### config.mk
export PLATFORM = sky130hd
export DESIGN_NAME = snoop_bus_arbiter
export DESIGN_NICKNAME = d
export VERILOG_FILES = /design/src/rtl/snoop_bus_arbiter.sv
export SDC_FILE = /design/constraint.sdc
export NUM_CORES = 1
export LEC_CHECK = 0
export ABC_AREA = 1
export CAP_MARGIN = 25
export CORE_AREA = 2 2 175 177
export CTS_CLUSTER_SIZE = 10
export DETAILED_ROUTE_END_ITERATION = 8
export DIE_AREA = 0 0 177 179
export HOLD_SLACK_MARGIN = 0.02
export SETUP_SLACK_MARGIN = 0.05
export SLEW_MARGIN = 10
export SYNTH_ARGS = -nofsm -noshare
export SYNTH_HDL_FRONTEND = slang
export SYNTH_SLANG_ARGS = --single-unit
### constraint.sdc
create_clock -name clk -period 1.85 [get_ports clk]
set_input_delay 0.37 -clock clk [delete_from_list [all_inputs] [get_ports clk]]
set_output_delay 0.37 -clock clk [all_outputs]
set_load 0.02 [all_outputs]
### src/rtl/snoop_bus_arbiter.sv
`default_nettype none
// ============================================================================
// Module   : snoop_bus_arbiter
// Desc     : Round-robin snooping-bus controller for a 4-core MESI cluster.
//            Optional memory-ack timeout enabled by defining ARB_MEM_TIMEOUT_EN.
// Revision : 1.0
// ============================================================================
module snoop_bus_arbiter #(
   parameter int NUM_PROC    = 4,
   parameter int ID_W        = 2,
   parameter int ADDR_W      = 32,
   parameter int DATA_W      = 32,
   parameter int MEM_TIMEOUT = 64
) (
   input  logic                       clk,
   input  logic                       rst,
   input  logic [NUM_PROC-1:0]        req,
   input  logic [NUM_PROC-1:0]        req_rdwr,
   input  logic [NUM_PROC*ADDR_W-1:0] req_addr,
   input  logic [NUM_PROC-1:0]        wrbk,
   input  logic [NUM_PROC*DATA_W-1:0] wrbk_data,
   input  logic [NUM_PROC-1:0]        shared_in,
   input  logic [DATA_W-1:0]          mem_rdata,
   input  logic                       mem_ack,
   output logic [NUM_PROC-1:0]        grant,
   output logic                       bus_valid,
   output logic [ID_W-1:0]            bus_proc_id,
   output logic [ADDR_W-1:0]          bus_addr,
   output logic                       bus_rdwr,
   output logic                       shared,
   output logic                       ready_to_read,
   output logic [DATA_W-1:0]          fill_data,
   output logic                       mem_req,
   output logic                       mem_we,
   output logic [ADDR_W-1:0]          mem_addr,
   output logic [DATA_W-1:0]          mem_wdata,
   output logic                       done,
   output logic                       err
);

   localparam logic [2:0] S_IDLE  = 3'd0;
   localparam logic [2:0] S_SNOOP = 3'd1;
   localparam logic [2:0] S_WB    = 3'd2;
   localparam logic [2:0] S_MEM   = 3'd3;
   localparam logic [2:0] S_FILL  = 3'd4;
   localparam logic [2:0] S_DONE  = 3'd5;

   logic [2:0]          state_q,   state_d;
   logic [ID_W-1:0]     rr_ptr_q,  rr_ptr_d;
   logic [NUM_PROC-1:0] grant_q,   grant_d;
   logic [ID_W-1:0]     owner_q,   owner_d;
   logic [ADDR_W-1:0]   addr_q,    addr_d;
   logic                rdwr_q,    rdwr_d;
   logic                shared_q,  shared_d;
   logic [DATA_W-1:0]   wb_data_q, wb_data_d;
   logic [DATA_W-1:0]   fill_q,    fill_d;

   logic [ADDR_W-1:0]   addr_arr_w [NUM_PROC];
   logic [DATA_W-1:0]   wbk_arr_w  [NUM_PROC];
   logic [ID_W:0]       arb_sum_w;
   logic [ID_W-1:0]     arb_idx_w;
   logic                arb_found_w;
   logic [NUM_PROC-1:0] wb_hits_w;
   logic [ID_W-1:0]     wb_idx_w;
   logic                mem_phase_w;
   logic                timeout_w;

   genvar gi;
   generate
      for (gi = 0; gi < NUM_PROC; gi++) begin : g_unpack
         assign addr_arr_w[gi] = req_addr[gi*ADDR_W +: ADDR_W];
         assign wbk_arr_w[gi]  = wrbk_data[gi*DATA_W +: DATA_W];
      end
   endgenerate

   // Round-robin search: first requester at or above rr_ptr, wrapping.
   always_comb begin
      arb_found_w = 1'b0;
      arb_idx_w   = '0;
      arb_sum_w   = '0;
      for (int off = 0; off < NUM_PROC; off++) begin
         arb_sum_w = {1'b0, rr_ptr_q} + (ID_W+1)'(off);
         if (arb_sum_w >= (ID_W+1)'(NUM_PROC))
            arb_sum_w = arb_sum_w - (ID_W+1)'(NUM_PROC);
         if (!arb_found_w && req[arb_sum_w[ID_W-1:0]]) begin
            arb_found_w = 1'b1;
            arb_idx_w   = arb_sum_w[ID_W-1:0];
         end
      end
   end

   // Lowest-index non-owner write-back wins; descending scan lets it overwrite last.
   assign wb_hits_w = wrbk & ~grant_q;
   always_comb begin
      wb_idx_w = '0;
      for (int i = NUM_PROC-1; i >= 0; i--) begin
         if (wb_hits_w[i])
            wb_idx_w = ID_W'(i);
      end
   end

   assign mem_phase_w = (state_q == S_WB) || (state_q == S_MEM);

   always_comb begin
      state_d   = state_q;
      rr_ptr_d  = rr_ptr_q;
      grant_d   = grant_q;
      owner_d   = owner_q;
      addr_d    = addr_q;
      rdwr_d    = rdwr_q;
      shared_d  = shared_q;
      wb_data_d = wb_data_q;
      fill_d    = fill_q;
      case (state_q)
         S_IDLE: begin
            if (arb_found_w) begin
               grant_d            = '0;
               grant_d[arb_idx_w] = 1'b1;
               owner_d            = arb_idx_w;
               addr_d             = addr_arr_w[arb_idx_w];
               rdwr_d             = req_rdwr[arb_idx_w];
               state_d            = S_SNOOP;
            end
         end
         S_SNOOP: begin
            shared_d = |(shared_in & ~grant_q);
            if (|wb_hits_w) begin
               wb_data_d = wbk_arr_w[wb_idx_w];
               state_d   = S_WB;
            end else begin
               state_d = rdwr_q ? S_MEM : S_DONE;
            end
         end
         S_WB: begin
            if (mem_ack) begin
               state_d = rdwr_q ? S_MEM : S_DONE;
            end else if (timeout_w) begin
               fill_d  = '0;
               state_d = S_DONE;
            end
         end
         S_MEM: begin
            if (mem_ack) begin
               fill_d  = mem_rdata;
               state_d = S_FILL;
            end else if (timeout_w) begin
               fill_d  = '0;
               state_d = S_DONE;
            end
         end
         S_FILL: begin
            state_d = S_DONE;
         end
         S_DONE: begin
            grant_d  = '0;
            rr_ptr_d = (owner_q == ID_W'(NUM_PROC-1)) ? '0 : owner_q + 1'b1;
            state_d  = S_IDLE;
         end
         default: begin
            state_d = S_IDLE;
         end
      endcase
   end

   always_ff @(posedge clk) begin
      if (rst) begin
         state_q   <= S_IDLE;
         rr_ptr_q  <= '0;
         grant_q   <= '0;
         owner_q   <= '0;
         addr_q    <= '0;
         rdwr_q    <= 1'b0;
         shared_q  <= 1'b0;
         wb_data_q <= '0;
         fill_q    <= '0;
      end else begin
         state_q   <= state_d;
         rr_ptr_q  <= rr_ptr_d;
         grant_q   <= grant_d;
         owner_q   <= owner_d;
         addr_q    <= addr_d;
         rdwr_q    <= rdwr_d;
         shared_q  <= shared_d;
         wb_data_q <= wb_data_d;
         fill_q    <= fill_d;
      end
   end

`ifdef ARB_MEM_TIMEOUT_EN
   localparam int CNT_W = $clog2(MEM_TIMEOUT + 1);
   logic [CNT_W-1:0] to_cnt_q;

   // Counts cycles spent in the current WB or MEM visit; any state change restarts it.
   always_ff @(posedge clk) begin
      if (rst)
         to_cnt_q <= '0;
      else if ((state_d != state_q) || !mem_phase_w)
         to_cnt_q <= '0;
      else
         to_cnt_q <= to_cnt_q + 1'b1;
   end

   assign timeout_w = mem_phase_w && !mem_ack && (to_cnt_q == CNT_W'(MEM_TIMEOUT));
`else
   assign timeout_w = 1'b0;
`endif

   assign err           = timeout_w;
   assign grant         = grant_q;
   assign bus_valid     = (state_q == S_SNOOP);
   assign bus_proc_id   = owner_q;
   assign bus_addr      = addr_q;
   assign bus_rdwr      = rdwr_q;
   assign shared        = shared_q;
   assign ready_to_read = (state_q == S_FILL);
   assign fill_data     = fill_q;
   assign mem_req       = mem_phase_w && !timeout_w;
   assign mem_we        = (state_q == S_WB) && !timeout_w;
   assign mem_addr      = mem_req ? addr_q : '0;
   assign mem_wdata     = mem_we ? wb_data_q : '0;
   assign done          = (state_q == S_DONE);

endmodule
`default_nettype wire

; ---- Yosys cells after proc, flatten, opt, wreduce, memory -nomap -nowiden
; Cells that the tools add are included.
[totals]
out_inout_bits = 142
regBits = 109
elab_cells = 105
[classes]
order_cmp = 12
addsub = 8
n_bitwise = 5
eq_ne = 9
n_mux = 45
reduce_logical = 17
[op_table]
columns = operator, n
row1 = 32-bit two-way mux, 6
row2 = 32-bit binary-select mux with 2-bit select, 2
row3 = 2-bit two-way mux, 13
row4 = 3-bit >= comparator (second input constant), 5
row5 = 2-bit by 3-bit less-than comparator with 1-bit output (second input constant), 5
row6 = 3-bit two-way mux, 5
row7 = 3-bit case mux with 5 select lines, 1
row8 = 1-bit binary-select mux with 2-bit select, 5
row9 = 1-bit two-way mux, 10
row10 = 4-bit AND, 2
row11 = 4-bit case mux with 2 select lines, 1
row12 = 2-bit AND reduction, 4
row13 = 4-bit OR reduction, 2
row14 = 2-bit by 1-bit subtractor with 2-bit output (second input constant), 4
row15 = 2-bit by 2-bit adder with 3-bit output (second input constant), 2
row16 = 3-bit by 2-bit equality test with 1-bit output (second input constant), 2
row17 = 3-bit equality test (second input constant), 2
row18 = 2-bit != test (second input constant), 3
row19 = 2-bit inverter with 3-bit output, 2
row20 = 1-bit logical AND, 4
row21 = 4-bit two-way mux, 1
row22 = 4-bit inverter, 1
row23 = 2-bit by 1-bit adder with 3-bit output (second input constant), 1
row24 = 3-bit by 1-bit equality test with 1-bit output (second input constant), 1
row25 = other kinds (10), 12

; ---- Logic depth before layout (Yosys ltp)
[depth]
ltp_word = 20
depth_mapped = 16
mapped_depth_nobuf = 14

; ---- Worst setup path before layout
; OpenSTA, ideal clock, no wires.
[synth_timing]
path_kind = register to output
startpoint = reg state_q[1]
endpoint = out mem_wdata[0]
path_buffers = 1
arrival_ps = 2106
stages_incl_launch_ff = 8
slack_ps = -626
path_cell_list = dfxtp_1 inv_1 nor2_1 clkinv_1 nor2_1 inv_1 clkbuf_1 nor2_1
[synth_between]
elab_chain_cells = 2
[synth_rtl]
columns = element, line_no
row1 = start: declaration, 48  ; logic [2:0] state_q, state_d;
row2 = start signal: assignment, 177  ; state_q <= state_d;
row3 = 3-bit by 2-bit equality test with 1-bit output, 218  ; assign mem_we = (state_q == S_WB) && !timeout_w;
row4 = via mem_we, 34  ; output logic mem_we,
row5 = 32-bit two-way mux, 220  ; assign mem_wdata = mem_we ? wb_data_q : '0;
row6 = end: declaration, 36  ; output logic [DATA_W-1:0] mem_wdata,
; The timed path passes the listed nets, and every way through them passes these cells.

; ---- Worst setup path after layout
[layout_timing]
startpoint = reg rr_ptr_q[0]
endpoint = reg grant_q[0], in the netlist grant[0]
[layout_between]
elab_chain_cells = 20
[layout_rtl]
columns = element, line_no
row1 = start: declaration, 49  ; logic [ID_W-1:0] rr_ptr_q, rr_ptr_d;
row2 = start signal: assignment, 178  ; rr_ptr_q <= rr_ptr_d;
row3 = branches (longest 20 deep; another with 2-bit by 1-bit adder with 3-bit output), -
row4 = end signal: assignment, 179  ; grant_q <= grant_d;
row5 = end: declaration, 50  ; logic [NUM_PROC-1:0] grant_q, grant_d;
; Parallel ways; which one is timed is not known. The select of a mux whose other input is x is not followed.
; A chain may end at the register's enable or synchronous reset.

==> impl_metrics.ini <==
[sta]
postLayoutSetupSlackWorst_ns = -0.188
hold-worst-slack_ns = 0.454
drv_slew = 0
clock-skew-final_ns = 0.0147
period_needed_ns = 2.04
final_hold_viol_count = 0
fmax_mhz = 491
period_share_pct = 110
rsz0062_at_grt = true
setup_violations = 105

[drt]
drc = 0
drt_pass1_iterations = 4
drt_iter0_markers = 586
wirelength_microns = 38000
drtAntennaViolNets = 0
vias_per_cell = 4.70
via_count = 9925
wl_per_cell_microns = 18.0

[flow_run]
max_cap_viol_count = 0

[final_layout]
n_fill_cell = 2893
area_delta_synth_final_pct = 112
final_area_sq_um = 14900
drive_gt1_share_pct = 25.1
final_nets = 2017

[grt]
grt_pass1_wl_microns = 52100
first_global_vias = 9331
grt_use_total_pct = 21.2
grt_max_degree = 66
overflow = 0
antenna_found_initial = 2

[cts]
path_clk_slew_ns = 0.09
cts_root_buf = clkbuf_16
worstSkewPairLatency_ns = 0.36
cts_buffers = 9
tritoncts = done
clock_sinks = 109
htree_levels = 3
cts_hold_buffers = 0
cts_buffer_depth = 2

[power]
combPwrFrac_pct = 72.3
ir_worst_vdd_uv = 696
total_power_mw = 20.0
power.internal_mw = 10.8
leakagePower_nw = 6.39
p_sw_share_pct = 46.0
power_density_nw_per_um2 = 1340
seqPwrFrac_pct = 17.2
clkPwrFrac_pct = 10.5
p_switching_mw = 9.21

[synthesis]
synth_ff_type = dfxtp_1
yosysSeqAreaShare_pct = 31.0
yosys_warnings = 0
synth_seq_cells = 109
async_flop_share_pct = 0
synthTopCellsByCount = nand2_1, nor2_1, inv_1, o21ai_0, dfxtp_1
synthesis.nets = 1509
netlist_instances = 1201
synth.most_common_cell = nand2_1
syn_area_sq_um = 7040
synth.area.top_cells = dfxtp_1, nand2_1, nor2_1
netlist.top_cell.by_area = dfxtp_1
synth_top_area_share_pct = 31.0
synth_cell_types = 35
synth_edf_count = 0
avgSynthCellArea_sq_um = 5.86

[floorplanning]
num_rows = 64
core_area_sq_um = 30000
die_w_microns = 177
design.die.area_sq_um = 31700
io_pins = 449
start_util_pct = 23.4
die_h_microns = 179

[status]
status = finished with violations
violations = setup timing

[critical_path]
worstPathCellList = buf_12 > inv_8 > nand2_4 > nand2_4 > nand2_2 > nand2_2 > nor2_4 > nand3_4 > buf_6 > buf_12 > nand2_8 > inv_8 > buf_8 > buf_6 > nand4_1 > a21oi_1
rrSetupSlack_ns = -0.19
path_class = flop to flop
endpoint_kind = flop
startpoint_type = flop
worst_path_max_delay_cell = dfxtp_4
critical_path.max_stage_delay_ns = 0.39
crit_arrival_ns = 2.29
worstPathMaxFanout = 8
critPathRequiredTime_ns = 2.10

[hold_path]
hp-class = primary input to flop

[placement]
dpl_cell_area_sq_um = 12700
routabilityCongestion = 0.909
dp_hpwl_microns = 26300
io_buffers = 447
cells by family (layout without fill, tap and decap cells):
kind of cell             count (synthesis)  count (layout)  share of synthesized area, %
adder cells (fa/ha/maj)                  1               1                         0.178
AO/OA/AOI/OAI                          272             272                          20.1
buffers and inverters                  268             779                          15.6
AND/OR/NAND/NOR                        550             552                          33.0
flip-flops                             109             109                          31.0
other                                    1               3                        0.0533
sequential cells by signal (all words and copies together), names as in the netlist:
signal	flops
bus_addr	32
rr_ptr_q	2
bus_rdwr	1
state_q	3
bus_proc_id	2
wb_data_q	32
grant	4
fill_data	32
shared	1
critical path: cells and delay by family (launching register included):
family,cells,cell delay [ns]
flops,1,0.39
buf+inv,7,0.74
simple gates,8,0.71
compound gates,1,0.08
layer usage:
metal,track usage [%],vias up,part of all wire [%]
li1,-,4844,-
met1,25.0,4613,39
met2,37.8,429,51
met3,5.89,37,8.2
met4,5.41,2,2.0
met5,0,-,0.034
power by group through the flow:
stage	Sequential [mW]	Clock [mW]	Combinational (mW)
floorplan	3.83	0	5.33
global placement	3.45	0	10.1
detailed placement	3.46	0	10.2
CTS	3.43	2.16	12.3
global route	3.51	2.24	15.5
finish	3.44	2.10	14.5
final timing paths:
| check | start | end | cells past startpoint |
|---|---|---|---|
| hold reg to reg | fill_data[16] | fill_data[16] | 2 |
| setup / recovery | rr_ptr_q[0] | grant[0] | 16 |
| setup reg to reg | rr_ptr_q[0] | grant[0] | 16 |
| hold / removal | rst | fill_data[1] | 3 |
repair_timing:
| action | 4_1_cts | 5_1_grt |
|---|---|---|
| gates resized for setup | 507 | 217 |
| buffers inserted | 23 | 11 |
| pin swaps | 31 | 47 |
| gates cloned | 12 | 12 |
| setup endpoints to repair | 142 | 157 |
stage by stage:
step	instances	TNS [ns]	worst slack [ns]	utilization, %
final	2112	-11.56	-0.188	49.6
after global routing	2111	-23.71	-0.283	49.6
after CTS	2088	-10.26	-0.209	46.1
after detailed placement	2037	-39.02	-0.542	42.4
after global placement	2037	-36.48	-0.598	42.4
after floorplan	1201	-0.134	-0.00446	-
final cells by class:
cell class,count,area [sq um],share of cell area [%]
repair buffers,578,6380,42.8
multi-input cells,826,4780,32.1
clock buffers,10,239,1.60
clock inverters,6,57.6,0.386
inverters,184,737,4.95
flip-flops and latches,109,2190,14.7
well taps,396,495,3.33
repair inverters,1,8.76,0.0588
diodes,2,5.00,0.0336
cells in the final DEF, fill, tap and decap left out, drive strengths merged, types with 2 or more instances in the layout:
master and count:
a21oi 108, nor3 3, diode 2, dlygate4sd2 5
clkbuf 18, clkdlybuf4s50 371, buf 191, clkinv 2
nand4 28, o21ai 127, nor2 189, o22ai 32
dfxtp 109, nand2 250, nand3 81, inv 189
No activity file was read; power rests on OpenSTA's default activity.
